<file path="src/rtl/riscv_32i_defs_pkg.sv">
// ============================================================================
// Module : riscv_32i_defs_pkg
// Brief  : Shared RV32I register-file types plus the write-port command type.
// Rev    : 1.0 - initial release
// ============================================================================
`default_nettype none

package riscv_32i_defs_pkg;

    localparam int XLEN          = 32;
    localparam int RF_ADDR_WIDTH = 5;

    typedef logic [XLEN-1:0]          word_t;
    typedef logic [RF_ADDR_WIDTH-1:0] rf_addr_t;

    localparam rf_addr_t X0             = '0;
    localparam word_t    WORD_ALL_ZEROS = '0;

    typedef struct packed {
        logic     en;
        rf_addr_t addr;
        word_t    data;
    } rf_wr_cmd_t;

    localparam int RF_WR_NUM_REQ = 2;

endpackage

`default_nettype wire

</file>
<file path="src/rtl/rr_arbiter.sv">
// ============================================================================
// Module : rr_arbiter
// Brief  : Combinational rotating-priority pick starting at i_ptr.
// Rev    : 1.0 - initial release
// ============================================================================
`default_nettype none

module rr_arbiter #(
    parameter  int N     = 2,
    localparam int PTR_W = (N > 1) ? $clog2(N) : 1
) (
    input  logic [N-1:0]     i_req,
    input  logic [PTR_W-1:0] i_ptr,
    input  logic             i_advance,
    output logic [N-1:0]     o_grant,
    output logic [PTR_W-1:0] o_idx,
    output logic             o_valid
);

    localparam logic [PTR_W:0] c_n = (PTR_W+1)'(N);

    logic [PTR_W-1:0] w_rot_idx [N];

    // Candidate index k positions above the pointer, wrapped modulo N.
    for (genvar k = 0; k < N; k++) begin : g_rot
        logic [PTR_W:0] w_sum;
        assign w_sum        = {1'b0, i_ptr} + (PTR_W+1)'(k);
        assign w_rot_idx[k] = (w_sum >= c_n) ? PTR_W'(w_sum - c_n) : PTR_W'(w_sum);
    end

    always_comb begin
        o_grant = '0;
        o_idx   = '0;
        o_valid = 1'b0;
        for (int k = 0; k < N; k++) begin
            if (!o_valid && i_advance && i_req[w_rot_idx[k]]) begin
                o_valid = 1'b1;
                o_idx   = w_rot_idx[k];
            end
        end
        if (o_valid) begin
            o_grant[o_idx] = 1'b1;
        end
    end

endmodule

`default_nettype wire

</file>
<file path="src/rtl/rf_wr_arbiter.sv">
// ============================================================================
// Module : rf_wr_arbiter
// Brief  : Round-robin sharing of the register-file write port, X0 absorb,
//          registered write command and saturating contention counter.
// Rev    : 1.0 - initial release
// ============================================================================
`default_nettype none

module rf_wr_arbiter
    import riscv_32i_defs_pkg::*;
#(
    parameter  int NUM_REQ   = RF_WR_NUM_REQ,
    parameter  int CNT_WIDTH = 16,
    localparam int SRC_W     = $clog2(NUM_REQ)
) (
    input  logic                             clk,
    input  logic                             rst_n,
    input  logic                             freeze,
    input  logic [NUM_REQ-1:0]               req_valid,
    input  logic [NUM_REQ*RF_ADDR_WIDTH-1:0] req_addr,
    input  logic [NUM_REQ*XLEN-1:0]          req_data,
    output logic [NUM_REQ-1:0]               req_ready,
    output logic                             rf_wr_en,
    output logic [RF_ADDR_WIDTH-1:0]         rf_wr_addr,
    output word_t                            rf_wr_data,
    output logic [SRC_W-1:0]                 rf_wr_src,
    output logic [CNT_WIDTH-1:0]             contention_cnt
);

    localparam logic [SRC_W-1:0] c_last = SRC_W'(NUM_REQ - 1);

    rf_addr_t           w_addr [NUM_REQ];
    word_t              w_data [NUM_REQ];
    logic [NUM_REQ-1:0] w_elig;
    logic [NUM_REQ-1:0] w_x0;
    logic [NUM_REQ-1:0] w_grant;
    logic [SRC_W-1:0]   w_idx;
    logic               w_gnt_valid;
    logic               w_advance;
    logic               w_contended;

    rf_wr_cmd_t           r_cmd;
    logic [SRC_W-1:0]     r_src;
    logic [SRC_W-1:0]     r_ptr;
    logic [CNT_WIDTH-1:0] r_cnt;

    for (genvar i = 0; i < NUM_REQ; i++) begin : g_req
        assign w_addr[i] = req_addr[i*RF_ADDR_WIDTH +: RF_ADDR_WIDTH];
        assign w_data[i] = req_data[i*XLEN +: XLEN];
        assign w_elig[i] = req_valid[i] && (w_addr[i] != X0);
        assign w_x0[i]   = req_valid[i] && (w_addr[i] == X0);
    end

    assign w_advance = rst_n && !freeze;

    rr_arbiter #(
        .N (NUM_REQ)
    ) u_rr_arbiter (
        .i_req     (w_elig),
        .i_ptr     (r_ptr),
        .i_advance (w_advance),
        .o_grant   (w_grant),
        .o_idx     (w_idx),
        .o_valid   (w_gnt_valid)
    );

    // X0 writes are acknowledged immediately and never reach the port.
    assign req_ready = w_advance ? (w_grant | w_x0) : '0;

    // Clearing the lowest set bit leaves something only if two or more are set.
    assign w_contended = !freeze && ((w_elig & (w_elig - NUM_REQ'(1))) != '0);

    always_ff @(posedge clk or negedge rst_n) begin
        if (!rst_n) begin
            r_cmd <= '{en: 1'b0, addr: X0, data: WORD_ALL_ZEROS};
            r_src <= '0;
            r_ptr <= '0;
            r_cnt <= '0;
        end else begin
            r_cmd.en <= w_gnt_valid;
            if (w_gnt_valid) begin
                r_cmd.addr <= w_addr[w_idx];
                r_cmd.data <= w_data[w_idx];
                r_src      <= w_idx;
                r_ptr      <= (w_idx == c_last) ? '0 : w_idx + 1'b1;
            end
            if (w_contended && (r_cnt != '1)) begin
                r_cnt <= r_cnt + 1'b1;
            end
        end
    end

    assign rf_wr_en       = r_cmd.en;
    assign rf_wr_addr     = r_cmd.addr;
    assign rf_wr_data     = r_cmd.data;
    assign rf_wr_src      = r_src;
    assign contention_cnt = r_cnt;

`ifndef SYNTHESIS
    // Requesters must hold a pending request unchanged until it is accepted.
    for (genvar i = 0; i < NUM_REQ; i++) begin : g_req_hold
        a_req_hold : assert property (
            @(posedge clk) disable iff (!rst_n)
            (req_valid[i] && !req_ready[i]) |=>
            (req_valid[i] && $stable(w_addr[i]) && $stable(w_data[i]))
        );
    end
`endif

endmodule

`default_nettype wire
</file>
<file path="config.mk">
export PLATFORM = sky130hd
export DESIGN_NAME = rf_wr_arbiter
export DESIGN_NICKNAME = d
export VERILOG_FILES = /design/src/rtl/riscv_32i_defs_pkg.sv /design/src/rtl/rr_arbiter.sv /design/src/rtl/rf_wr_arbiter.sv
export SDC_FILE = /design/constraint.sdc
export NUM_CORES = 1
export LEC_CHECK = 0
export CAP_MARGIN = 25
export CORE_MARGIN = 2
export CORE_UTILIZATION = 43
export CTS_CLUSTER_SIZE = 25
export DETAILED_ROUTE_END_ITERATION = 8
export MAX_ROUTING_LAYER = met4
export PLACE_DENSITY_LB_ADDON = 0.05
export SLEW_MARGIN = 5
export SYNTH_ARGS = -nofsm -noshare
export SYNTH_HDL_FRONTEND = slang
export SYNTH_HIERARCHICAL = 1
export SYNTH_SLANG_ARGS = --single-unit
</file>
<file path="constraint.sdc">
create_clock -name clk -period 2.5 [get_ports clk]
set_input_delay 0.375 -clock clk [delete_from_list [all_inputs] [get_ports clk]]
set_output_delay 0.375 -clock clk [all_outputs]
set_load 0.03 [all_outputs]
</file>
==> metrics, run 1 <==
top-level port count 136; number of input and output port buffers inserted 135; setup TNS after final layout 0 ns; Pleak 0.00179 uW; ratio of total power to cell area 634 nW/um^2; Synth top cells by count dfrtp_1, nor2_1, a21oi_1; cell type contributing the most total cell area after synthesis dfrtp_1; Setup Skew 0.00592 ns; DRC violations left 0; Longest Clk Path Bufs 2; Synth Flop Type dfrtp_1; final clock period utilization by the worst path 96.6%; sinks on the clock net 56; y dimension of the die 82.7 um; yosys warns 6; Max FO, Critical Path 4; Largest delay share family, worst path simple AND/OR/NAND/NOR gates; final number of hold-violating endpoints 0; placed wire-length estimate after detailed placement 5210 um; share of synthesized area occupied by flip-flops and latches 52.6%; crit path DAT 2.04 ns; startpoint types input pin; slowest cell delay on critical path 0.56 ns; die area 6850 um^2; Cell Chain, Critical Path clkdlybuf4s50_1 > or4_4 > o21ai_2 > inv_2 > nand2_1 > a21oi_2 > a21oi_1 > nor2_1 > buf_4; combined buffer and inverter count along the critical path 3; Layout fillers 473; cell types with the largest area share after synthesis dfrtp_1, mux2i_1, a21oi_1; first-pass GRT wire length 10400 um; FF+latch count, synth 56; CTS buffer count 5; global placement routability congestion 0.779; time the final worst path needs with I/O delays and setup 2.42 ns; number of DRC violations after detailed-routing iteration 0 86; core outline area 5960 um^2; final number of setup-violating endpoints 0; overall routing resource usage 20.6%; per-instance average area after synthesis 10.5 um^2; DR WL/cell 14.4 um; synthesized net count 335; Post-Place Worst Slack -0.0442 ns; number of antenna violations at the first check in global routing 0; final layout net count 475; ratio of cells with drive above 1 in the final layout 10.4%; number of maximum-capacitance violations 0; pin count of the biggest net entering global routing 57; Worst setup EP type output port; via count of the first global-routing pass 2324; Slew HR 45.1%; number of antenna-violating nets in the routed design 0; core utilization of the finished layout 72.2%; number of pins with negative max-slew slack in the final report 0; FMAX 414 MHz; most common cell in the netlist dfrtp_1; classification of the worst-slack hold path input pin to asynchronous set/reset pin; Worst path slowest cell or4_4; smallest setup slack after layout 0.0839 ns; Setup CP Type input pin to output port; antenna cells 0; top cell type's share of synthesized area 52.6%; detailed-router iteration count before antenna repair 3; Cell Rows 28; worst ir drop on vdd 0.624 mV; outcome finished clean; Cell Area, Synth 2670 um^2; Post-synth ARST share 100%; count of vias placed by the detailed router 2400; clock edge transition at the registers on the reported setup and hold paths 0.10 ns; Distinct cells, synth 30; width of the die 82.7 um; clock tree from TritonCTS done; routed wire length 6770 um; data required time at the worst endpoint 2.12 ns; non-filler instance count after layout 471; total overflow reported by the global router 0; Skew-Pair Late Insertion Delay 0.30 ns; area growth from synthesis to layout 61.3%; number of instances in the synthesized netlist 255; per-cell via count in the routed design 5.10; number of synthesized flops with an enable pin 0; placed instance count 460; root cell of the clock tree clkbuf_8; actual slew at the worst max-slew pin 0.820 ns; # H-tree levels 2; initial cell density of the core 44.8%
[kinds of logic after synthesis]
family | count (synthesis) | synth area share [%]
multiplexers | 40 | 15.1
AND/OR/NAND/NOR | 76 | 14.4
AO/OA/AOI/OAI | 46 | 9.15
adder cells (fa/ha/maj) | 1 | 0.469
flip-flops | 56 | 52.6
buffers and inverters | 21 | 3.43
XOR/XNOR | 15 | 4.93
[power breakdown]
part           internal, uW  switching (uW)  total, uW
clock network           298             283        581
registers              1050             105       1150
logic                   463             531        995
total                  1810             920       2730
[sequential cells by signal, summed over array words and instances, names as in the netlist]
name	cells
rf_wr_data	32
contention_cnt	16
rf_wr_addr	5
r_ptr	1
rf_wr_en	1
rf_wr_src	1
[stage by stage]
step / hold slack [ns] / cell area (um^2) / power, uW
after detailed placement: 0.497 / 4140 / 2170
final: 0.224 / 4300 / 2730
after floorplan: 0.0794 / 2670 / 1650
after global routing: 0.290 / 4300 / 2860
after global placement: 0.492 / 4140 / 2150
after CTS: 0.254 / 4250 / 2750
[cell type report]
type                            instances  area (um^2)  share of cell area, %
Clock buffer                            6         72.6                   1.69
Clock inverter                          2         35.0                  0.815
Inverter                                7         26.3                  0.611
Multi-Input combinational cell        178         1210                   28.1
Sequential cell                        56         1400                   32.6
Tap cell                               75         93.8                   2.18
Timing Repair Buffer                  147         1460                   34.0
[metal layers]
metal | track usage, % | part of all wire (%) | up-vias
met1 | 22.2 | 39 | 1157
met5 | - | 0 | -
met3 | 6.30 | 8.1 | 8
li1 | - | - | 1159
met2 | 36.3 | 52 | 76
met4 | 6.07 | 1.1 | 0
[final timing paths]
path	startpoint	endpoint	slack, ns	cells past startpoint
min reg2reg	contention_cnt[15]	contention_cnt[15]	0.50	1
max reg2reg	contention_cnt[0]	contention_cnt[1]	0.39	5
min	rst_n	contention_cnt[9]	0.22	2
max	req_addr[1]	req_ready[0]	0.08	9
min in group clk	req_addr[5]	rf_wr_addr[0]	0.43	3
max in group asynchronous	rst_n	rf_wr_data[13]	1.83	2
[cell usage in the layout, fill, tap and decap left out, types with 6 or more instances in the layout]
cell / instances
xnor2_1: 13
clkdlybuf4s50_1: 129
dfrtp_1: 56
nand2_1: 6
buf_4: 12
nor2_1: 43
a21oi_1: 40
nand4_1: 6
mux2i_1: 38
[repair_timing]
action                                  in CTS  in global routing
pin swaps                                    0                  4
setup buffers                                0                  3
gates resized for setup                      1                 10
endpoints found under the setup margin       1                  2
hold buffers                                 0                  0
Note: power is estimated with default switching activity, not from simulation.
==> run 2: changes to the inputs <==
- CTS_BUF_LIST: unset -> sky130_fd_sc_hd__clkbuf_16
- MAX_ROUTING_LAYER: met4 -> unset
- SLEW_MARGIN: 5 -> 20
==> run 2 against run 1 <==
Effect of this change: register-to-register slack worse by 0.02 ns; setup slack worse by 0.0018 ns; die area stayed put; flip-flop and latch count stayed put; utilization increased by 0.99 points; largest power group unchanged; highest routed layer unchanged.
==> metrics, run 2 (synthesized netlist as in run 1, its figures left out) <==
number of input and output port buffers inserted 135 (unchanged); final clock period utilization by the worst path 96.7% (about the same); Pleak 0.00182 uW (+1.7%); worst hold slack across all endpoints 0.254 ns (+0.0303 ns); final layout net count 475 (unchanged); final number of setup-violating endpoints 0 (unchanged); via count of the first global-routing pass 2323 (-0.043%); CTS buffer count 5 (unchanged); portion of total power attributed to the clock network 26.5% (+5.2 points); y dimension of the die 82.7 um (unchanged); most common cell after layout, fill and taps aside clkdlybuf4s50_1; actual slew at the worst max-slew pin 0.843 ns (+0.0234 ns); number of buffers inserted by hold repair at cts 0 (unchanged); number of antenna violations at the first check in global routing 1 (+1); FMAX 414 MHz (about the same); part of the total power dissipated in sequential elements 39.5% (-2.7 points); initial cell density of the core 44.8% (unchanged); setup slack, reg-to-reg 0.37 ns (-0.02 ns); number of maximum-capacitance violations 0 (unchanged); Post-Place Worst Slack -0.0442 ns (unchanged); Setup CP Type input pin to output port; clock tree from TritonCTS done; slowest cell delay on critical path 0.56 ns (about the same); placed wire-length estimate after detailed placement 5210 um (unchanged); smallest setup slack after layout 0.0821 ns (-0.00179 ns); pin count of the biggest net entering global routing 57 (unchanged); Worst path slowest cell or4_4; top-level port count 136 (unchanged); routed wire length 7000 um (+3.4%); clock edge transition at the registers on the reported setup and hold paths 0.07 ns (-0.03 ns); time the final worst path needs with I/O delays and setup 2.42 ns (+0.00179 ns); overall routing resource usage 20.7% (+0.15 points); final number of hold-violating endpoints 0 (unchanged); Max FO, Critical Path 4 (unchanged); global placement routability congestion 0.768 (-1.3%); Skew-Pair Late Insertion Delay 0.29 ns (about the same); DRC violations left 0 (unchanged); startpoint types input pin; root cell of the clock tree clkbuf_16; combined buffer and inverter count along the critical path 3 (unchanged); number of antenna-violating nets in the routed design 0 (unchanged); ratio of cells with drive above 1 in the final layout 10.4% (unchanged); width of the die 82.7 um (unchanged); Cell Rows 28 (unchanged); Cell Chain, Critical Path clkdlybuf4s50_1 > or4_4 > o21ai_2 > inv_2 > nand2_1 > a21oi_2 > a21oi_1 > nor2_1 > buf_4; ratio of total power to cell area 671 nW/um^2 (+5.8%); number of DRC violations after detailed-routing iteration 0 85 (-1.2%); total overflow reported by the global router 0 (unchanged); Largest register FFs 32 (unchanged); area growth from synthesis to layout 63.5%; commonest cells after routing, fill and taps aside clkdlybuf4s50_1, dfrtp_1, nor2_1; number of pins with negative max-slew slack in the final report 0 (unchanged); Layout fillers 451 (-4.7%); classification of the worst-slack hold path input pin to asynchronous set/reset pin; Largest delay share family, worst path simple AND/OR/NAND/NOR gates; # H-tree levels 2 (unchanged); per-cell via count in the routed design 5.11 (+0.25%); worst ir drop on vdd 0.593 mV (-5.0%); combinational share of power 34.0% (-2.5 points); Setup Skew 0.00417 ns (-0.00174 ns); first-pass GRT wire length 10700 um (+2.9%); core utilization of the finished layout 73.2% (+0.99 points); detailed-router iteration count before antenna repair 4 (+1); count of vias placed by the detailed router 2411 (+0.46%); Internal Power 1980 uW (+9.5%); core outline area 5960 um^2 (unchanged); Slew HR 43.5% (-1.6 points); Psw 947 uW (+2.9%); Longest Clk Path Bufs 2 (unchanged); crit path DAT 2.04 ns (about the same); outcome finished clean; Worst setup EP type output port; sinks on the clock net 56 (unchanged); DR WL/cell 14.8 um (+3.2%); data required time at the worst endpoint 2.12 ns (about the same); die area 6850 um^2 (unchanged); Switching Fraction 32.4% (-1.4 points)
==> run 2: cell count changes in the layout (fill, tap and decap cells not counted) <==
cell,change
clkbuf_16,+5
clkbuf_8,-5
clkbuf_1,-1
diode_2,+1
inv_1,+1
==> run 2: cell type report <==
type                            count  area (um^2)  share of cell area [%]
Timing Repair Buffer              147         1460                    33.6
Sequential cell                    56         1400                    32.1
Multi-Input combinational cell    178         1210                    27.7
Clock buffer                        5          125                    2.87
Tap cell                           75         93.8                    2.15
Clock inverter                      3         38.8                   0.890
Inverter                            7         26.3                   0.603
Antenna cell                        1         2.50                  0.0574
==> run 2: path summary, 6_finish.rpt <==
kind | cells past startpoint | endpoint | start
max | 9 | req_ready[0] | req_addr[1]
min reg2reg | 1 | contention_cnt[15] | contention_cnt[15]
min | 2 | contention_cnt[9] | rst_n
min in group clk | 3 | rf_wr_addr[0] | req_addr[5]
max in group asynchronous | 2 | rf_wr_data[1] | rst_n
max reg2reg | 5 | contention_cnt[1] | contention_cnt[0]
==> run 2: timing repair <==
item / 4_1_cts / 5_1_grt
setup buffers: 0 / 3
pin swaps: 0 / 4
gates cloned: 0 / 0
gates resized for setup: 1 / 10
setup endpoints to repair: 1 / 2
==> run 2: power by group through the flow <==
stage                     Combinational, uW  Clock (uW)  Sequential [uW]
after floorplan                         210           0             1440
after global placement                  980           0             1170
after detailed placement                997           0             1170
after CTS                              1000         786             1160
after global routing                   1070         822             1170
final                                   996         775             1150
==> run 2: through the flow <==
step / power [uW] / cells / TNS, ns / cell area, um^2
2_1_floorplan: 1650 / 255 / 0 / 2670
3_3_place_gp: 2150 / 460 / 0 / 4140
3_5_place_dp: 2170 / 460 / -0.0697 / 4140
4_1_cts: 2940 / 468 / 0 / 4310
5_1_grt: 3060 / 472 / -0.0102 / 4360
6_report: 2930 / 472 / 0 / 4360
==> run 2: per-layer routing <==
metal | vias to the layer above | routed length, um | track usage, %
met5 | - | 0 | 0
met4 | 0 | 65 | 5.08
met3 | 7 | 642 | 8.70
met2 | 81 | 3610 | 37.3
met1 | 1163 | 2680 | 22.5
li1 | 1160 | - | -
==> run 2: worst register-to-register path, stage by stage, from the launching register on <==
cell     delay (ns)
dfrtp_1        0.44
ha_1           0.27
nand4_1        0.17
nor4_1         0.09
nor3_2         0.64
mux2_2         0.41
==> run 3: changes to the inputs <==
- HOLD_SLACK_MARGIN: unset -> 0.12
==> results of run 3 <==
The final DEF is identical to that of run 2; final timing and power are the same.
